### src/rtl/wb_arbiter.sv
// Register file writeback arbiter: round-robin ALU/LSU grant into one write port, plus a busy scoreboard.
// Latency: 1 cycle from accepting edge to rf_we_o; busy bits update on the accepting or issuing edge.
// Backpressure: never stalls; whenever any valid is high exactly one ready is high (ready is combinational).
module wb_arbiter #(
  parameter int XLEN          = 32,
  parameter int REGFILE_COUNT = 32,
  localparam int AW           = $clog2(REGFILE_COUNT)
) (
  input  logic                     clk_i,
  input  logic                     rst_ni,
  input  logic                     alu_valid_i,
  output logic                     alu_ready_o,
  input  logic [AW-1:0]            alu_rd_i,
  input  logic [XLEN-1:0]          alu_data_i,
  input  logic                     lsu_valid_i,
  output logic                     lsu_ready_o,
  input  logic [AW-1:0]            lsu_rd_i,
  input  logic [XLEN-1:0]          lsu_data_i,
  input  logic                     issue_valid_i,
  input  logic [AW-1:0]            issue_rd_i,
  output logic                     rf_we_o,
  output logic [AW-1:0]            rf_waddr_o,
  output logic [XLEN-1:0]          rf_wdata_o,
  output logic [REGFILE_COUNT-1:0] busy_o
);

  // 1 = LSU was granted most recently, so the ALU wins the next tie.
  logic                     r_last_lsu;
  logic                     r_rf_we;
  logic [AW-1:0]            r_rf_waddr;
  logic [XLEN-1:0]          r_rf_wdata;
  logic [REGFILE_COUNT-1:0] r_busy;

  logic                     w_gnt_alu;
  logic                     w_gnt_lsu;
  logic                     w_xfer;
  logic [AW-1:0]            w_rd;
  logic [XLEN-1:0]          w_data;
  logic [REGFILE_COUNT-1:0] w_busy_nxt;

  // Grant selection: a lone requester wins outright, a tie goes to whoever was not granted last.
  // Ready is gated by reset so nothing handshakes while the block is held in reset.
  always_comb begin
    w_gnt_alu = rst_ni && alu_valid_i && (!lsu_valid_i || r_last_lsu);
    w_gnt_lsu = rst_ni && lsu_valid_i && !(alu_valid_i && r_last_lsu);
    w_xfer    = w_gnt_alu || w_gnt_lsu;
    w_rd      = w_gnt_lsu ? lsu_rd_i   : alu_rd_i;
    w_data    = w_gnt_lsu ? lsu_data_i : alu_data_i;
  end

  // Scoreboard next state: accepted write clears, issue sets afterwards so a newer producer wins.
  always_comb begin
    w_busy_nxt = r_busy;
    if (w_xfer) begin
      w_busy_nxt[w_rd] = 1'b0;
    end
    if (issue_valid_i) begin
      w_busy_nxt[issue_rd_i] = 1'b1;
    end
    w_busy_nxt[0] = 1'b0;
  end

  // Round-robin history only moves when a transfer actually happens.
  always_ff @(posedge clk_i or negedge rst_ni) begin
    if (!rst_ni) begin
      r_last_lsu <= 1'b1;
    end else if (w_xfer) begin
      r_last_lsu <= w_gnt_lsu;
    end
  end

  // Output stage: capture the accepted request; x0 writes handshake but never enable the write.
  always_ff @(posedge clk_i or negedge rst_ni) begin
    if (!rst_ni) begin
      r_rf_we    <= 1'b0;
      r_rf_waddr <= '0;
      r_rf_wdata <= '0;
    end else begin
      r_rf_we <= w_xfer && (w_rd != '0);
      if (w_xfer) begin
        r_rf_waddr <= w_rd;
        r_rf_wdata <= w_data;
      end
    end
  end

  // Busy scoreboard register.
  always_ff @(posedge clk_i or negedge rst_ni) begin
    if (!rst_ni) begin
      r_busy <= '0;
    end else begin
      r_busy <= w_busy_nxt;
    end
  end

  assign alu_ready_o = w_gnt_alu;
  assign lsu_ready_o = w_gnt_lsu;
  assign rf_we_o     = r_rf_we;
  assign rf_waddr_o  = r_rf_waddr;
  assign rf_wdata_o  = r_rf_wdata;
  assign busy_o      = r_busy;

endmodule
### config.mk
export PLATFORM = sky130hd
export DESIGN_NAME = wb_arbiter
export DESIGN_NICKNAME = d
export VERILOG_FILES = /design/src/rtl/wb_arbiter.sv
export SDC_FILE = /design/constraint.sdc
export NUM_CORES = 1
export LEC_CHECK = 0
export ABC_AREA = 0
export ABC_CLOCK_PERIOD_IN_PS = 2430
export BUFFER_PORTS_ARGS = -buffer_cell sky130_fd_sc_hd__buf_2
export CAP_MARGIN = 20
export CORE_MARGIN = 2
export CORE_UTILIZATION = 40
export DETAILED_ROUTE_END_ITERATION = 8
export PLACE_DENSITY_LB_ADDON = 0.2
export SETUP_SLACK_MARGIN = 0.4
export SLEW_MARGIN = 25
export SYNTH_ARGS = -nofsm -noshare
export SYNTH_HDL_FRONTEND = slang
export SYNTH_SLANG_ARGS = --single-unit
### constraint.sdc
create_clock -name clk_i -period 2.43 [get_ports clk_i]
set_input_delay 0.729 -clock clk_i [delete_from_list [all_inputs] [get_ports clk_i]]
set_output_delay 0.729 -clock clk_i [all_outputs]
set_load 0.01 [all_outputs]
**Yosys cells after proc, flatten, opt, wreduce, memory -nomap -nowiden**

Index checks and enable logic that the tools add are counted.

- Output and inout bits: 72
- Register bits after elaboration: 70

- $lt $le $gt $ge: 4
- Multiplexer cells: 8
- Bitwise operators: 3
- Reductions and logical operators: 13

Operators with widths:

| operator | count |
|---|---|
| $mux 32 | 3 |
| $and 32x32->32 | 1 |
| $not 32->32 | 1 |
| $or 32x32->32 | 1 |
| $lt 5x6->1 const B | 2 |
| $demux 1 s5 | 2 |
| $ge 5x1->1 const B | 2 |
| $logic_and 1x1->1 | 8 |
| $mux 5 | 1 |
| $reduce_bool 5->1 | 1 |
| $logic_not 1->1 | 2 |
| $logic_or 1x1->1 | 2 |
| $mux 1 | 2 |

**Logic depth before layout (Yosys ltp)**

- Depth in word-level cells: 13
- Mapped depth: 6
- Depth with buffers taken out: 5

**Worst setup path after synthesis**

Ideal clock, no wire load.

- Path kind: input -> output
- Start: input lsu_valid_i
- End: output alu_ready_o
- Cell stages on the path: 4
- Arrival: 1478 ps
- Data required time: 1701 ps
- Path slack: 223 ps
- Path buffers: 1
- Cells stage by stage: inv_1 -> o211ai_1 -> clkbuf_1 -> inv_1

- Longest elaborated chain between the ends: 3

RTL lines:

| item | line | RTL |
|---|---|---|
| from (decl) | 15 | `input logic lsu_valid_i,` |
| $logic_not 1->1 | 44 | `w_gnt_alu = rst_ni && alu_valid_i && (!lsu_valid_i \|\| r_last_lsu);` |
| $logic_or 1x1->1 | 44 |  |
| $logic_and 1x1->1 | 44 |  |
| to (decl) | 12 | `output logic alu_ready_o,` |

No other way between the ends.

**Final worst setup path**

Ends and elaborated chain as after synthesis.

==> impl_metrics.tcl <==
set metrics [dict create \
    outcome "complete, no violations" \
    grt_pass1_vias 3264 \
    yosys_register_bits 70 \
    clock_skew_ns 0.01102 \
    maxCapViolations 0 \
    grt_max_degree 58 \
    setup_violations 0 \
    finalNonFillerCells 640 \
    hold_viol 0 \
    yosysWarnings 0 \
    place_ws_ns 0.2239 \
    wl_mm 10.03 \
    syn_nets 451 \
    synthFlopType "dfrtp_1" \
    slew_headroom_pct 52.39 \
    worstSetupStartpointType "primary input" \
    synthMuxAreaShare_pct 1.481 \
    core_um2 8217 \
    routedWlPerCell_um 15.67 \
    netlist-cell-type-count 34 \
    gp_congestion 0.8506 \
    globalRouteOverflowTotal 0 \
    dp.cells 617 \
    drc 0 \
    num_io_pins 156 \
    dieArea_um2 9197 \
    fillers 755 \
    rsz0062_at_grt "true" \
    cts_root_buffer "clkbuf_8" \
    regArea_um2 1753 \
    fin_hold_ws_ns 0.3908 \
    worst_pin_slew_ns 0.7141 \
    synth_top_cell_by_area "dfrtp_1" \
    clock_latency_ns 0.34 \
    first_pass_iters 4 \
    ys_top_cells_by_count "nor2_1 (71), dfrtp_1 (69), o21ai_0 (41), inv_1 (35), o22ai_1 (32)" \
    insertedDiodeCount 0 \
    fmax_mhz 496.4 \
    syn_inst 367 \
    place.port_buffers 154 \
    synthMostInstantiatedCell "nor2_1" \
    arrival_ns 1.29 \
    final_cell_area_um2 4657 \
    synth_edf_count 0 \
    grt.total_usage_pct 21.72 \
    initial_core_util_pct 41.11 \
    postSynthAreaPerCell_um2 9.205 \
    synthAdderAreaFrac_pct 0 \
    die_w_um 95.90 \
    htreeDepth 3 \
    yosysTopAreaCellShare_pct 51.11 \
    synth_compound_area_share_pct 23.67 \
    synth_area_leaders "dfrtp_1 (51%), a32oi_1 (8.0%), nor2_1 (7.9%)" \
    clock_path_buffers 2 \
    crit_type "primary input to output pin" \
    dieHeight_um 95.90 \
    p_total_mw 2.825 \
    vdd_drop_max_v 0.0002535 \
    syn-cell-area_um2 3378 \
    period_minus_slack_ns 2.015 \
    crit_required_ns 1.70 \
    layout.nets 614 \
    yosys.area_share.simple_pct 16.19 \
    utilization_pct 56.68 \
    drt-vias-per-instance 5.341 \
    drt_iter0_markers 126 \
    synth_xor_area_share_pct 0 \
    drive_gt1_share_pct 40.00 \
    cts_tree "built" \
    hold_buffers 0 \
    async_flop_share_pct 100.0 \
    dp_hpwl_mm 7.306 \
    fin_crit_sh_pct 82.90 \
    numClockSinks 70 \
    final_max_slew_viol_count 0 \
    holdCritPathClass "primary input to asynchronous set/reset pin" \
    power_density_nw_per_um2 606.6 \
    antenna_found_initial 0 \
    p_leak_nw 2.254 \
    num_vias 3418 \
    cts.clk_slew.worst_paths_ns 0.08 \
    multiInputGateArea_um2 1486 \
    num_rows 33 \
    fin_setup_tns_ns 0 \
    synth-seq-area-share_pct 51.89 \
    grt_pass1_wl_mm 15.40 \
    place_area_um2 4288 \
    setup_ws_ns 0.4155 \
    cp-end-kind "output pin" \
    syn_to_final_growth_pct 37.85 \
    cts_made_buffers 9 \
    synth_top_family_by_area "compound AO/OA/AOI/OAI gates" \
    critPathMaxFanout 4 \
    antenna_left 0 \
]
[kinds of logic (layout without fill, tap and decap cells)]
| kind of cell | count (synthesis) | count (layout) |
|---|---|---|
| flops | 70 | 70 |
| buf+inv | 56 | 224 |
| simple gates | 115 | 115 |
| other cells | 1 | 1 |
| mux | 5 | 5 |
| compound gates | 120 | 120 |
[where the power goes]
group          total, mW  internal, mW  switching, mW
clock network      0.877         0.412          0.464
registers           1.34          1.27         0.0669
logic              0.607         0.268          0.339
[layout make-up]
cell class	count	share of cell area, %
clock buffers	10	2.955
flip-flops and latches	70	37.64
clock inverters	6	1.075
repair buffers	173	20.61
well taps	105	2.821
multi-input cells	241	31.92
inverters	35	2.982
[metal layers]
metal  vias up  global-route usage, %  wire length [µm]
met4         0                  9.524               205
li1       1658                      -                 -
met5         -                      0                 0
met2       145                  36.48              4792
met3        17                  4.699               718
met1      1598                  26.91              4311
[worst paths after layout]
kind / from / end / slack (ns) / depth (start not counted)
max: lsu_valid_i / alu_ready_o / 0.42 / 5
min: rst_ni / busy_o[22]$_DFF_PN0_ / 0.39 / 2
max reg2reg: r_last_lsu$_DFFE_PN1N_ / rf_wdata_o[23]$_DFFE_PN0N_ / 0.43 / 10
min reg2reg: rf_waddr_o[0]$_DFFE_PN0N_ / rf_waddr_o[0]$_DFFE_PN0N_ / 0.48 / 2
max in group asynchronous: rst_ni / rf_wdata_o[26]$_DFFE_PN0N_ / 1.36 / 2
min in group clk_i: rf_waddr_o[0]$_DFFE_PN0N_ / rf_waddr_o[0]$_DFFE_PN0N_ / 0.48 / 2
[worst max-delay path, stage by stage]
cell and delay [ns]:
buf_12 0.09, inv_8 0.02, o211ai_1 0.25, inv_2 0.06, buf_6 0.12
[flip-flops by register name (all words and copies together), names as in the netlist]
signal,cells
rf_we_o,1
r_last_lsu,1
busy_o,31
rf_wdata_o,32
rf_waddr_o,5
[timing repair]
action / in CTS / in global routing
buffers inserted: 6 / 1
setup endpoints to repair: 2 / 34
pin swaps: 1 / 1
cloned: 0 / 0
resized for setup: 6 / 20
[layout by cell type (no fill, tap or decap), drive strengths merged, types with 2 or more instances in the layout]
master    netlist  routed
nor2           71      71
clkinvlp        0       2
mux2i           5       5
a32oi          31      31
o22ai          32      32
inv            35      39
and2            2       2
clkbuf          9      10
and3            3       3
o211ai          4       4
dfrtp          69      69
nor3b           6       6
o2111ai         2       2
nand2          13      13
a21oi           4       4
o21ai          42      42
nand4           4       4
or4             2       2
nand4b          5       5
a211o           2       2
and3b           3       3
buf            12     173
nor2b           4       4
Note: power is estimated with default switching activity, not from simulation.
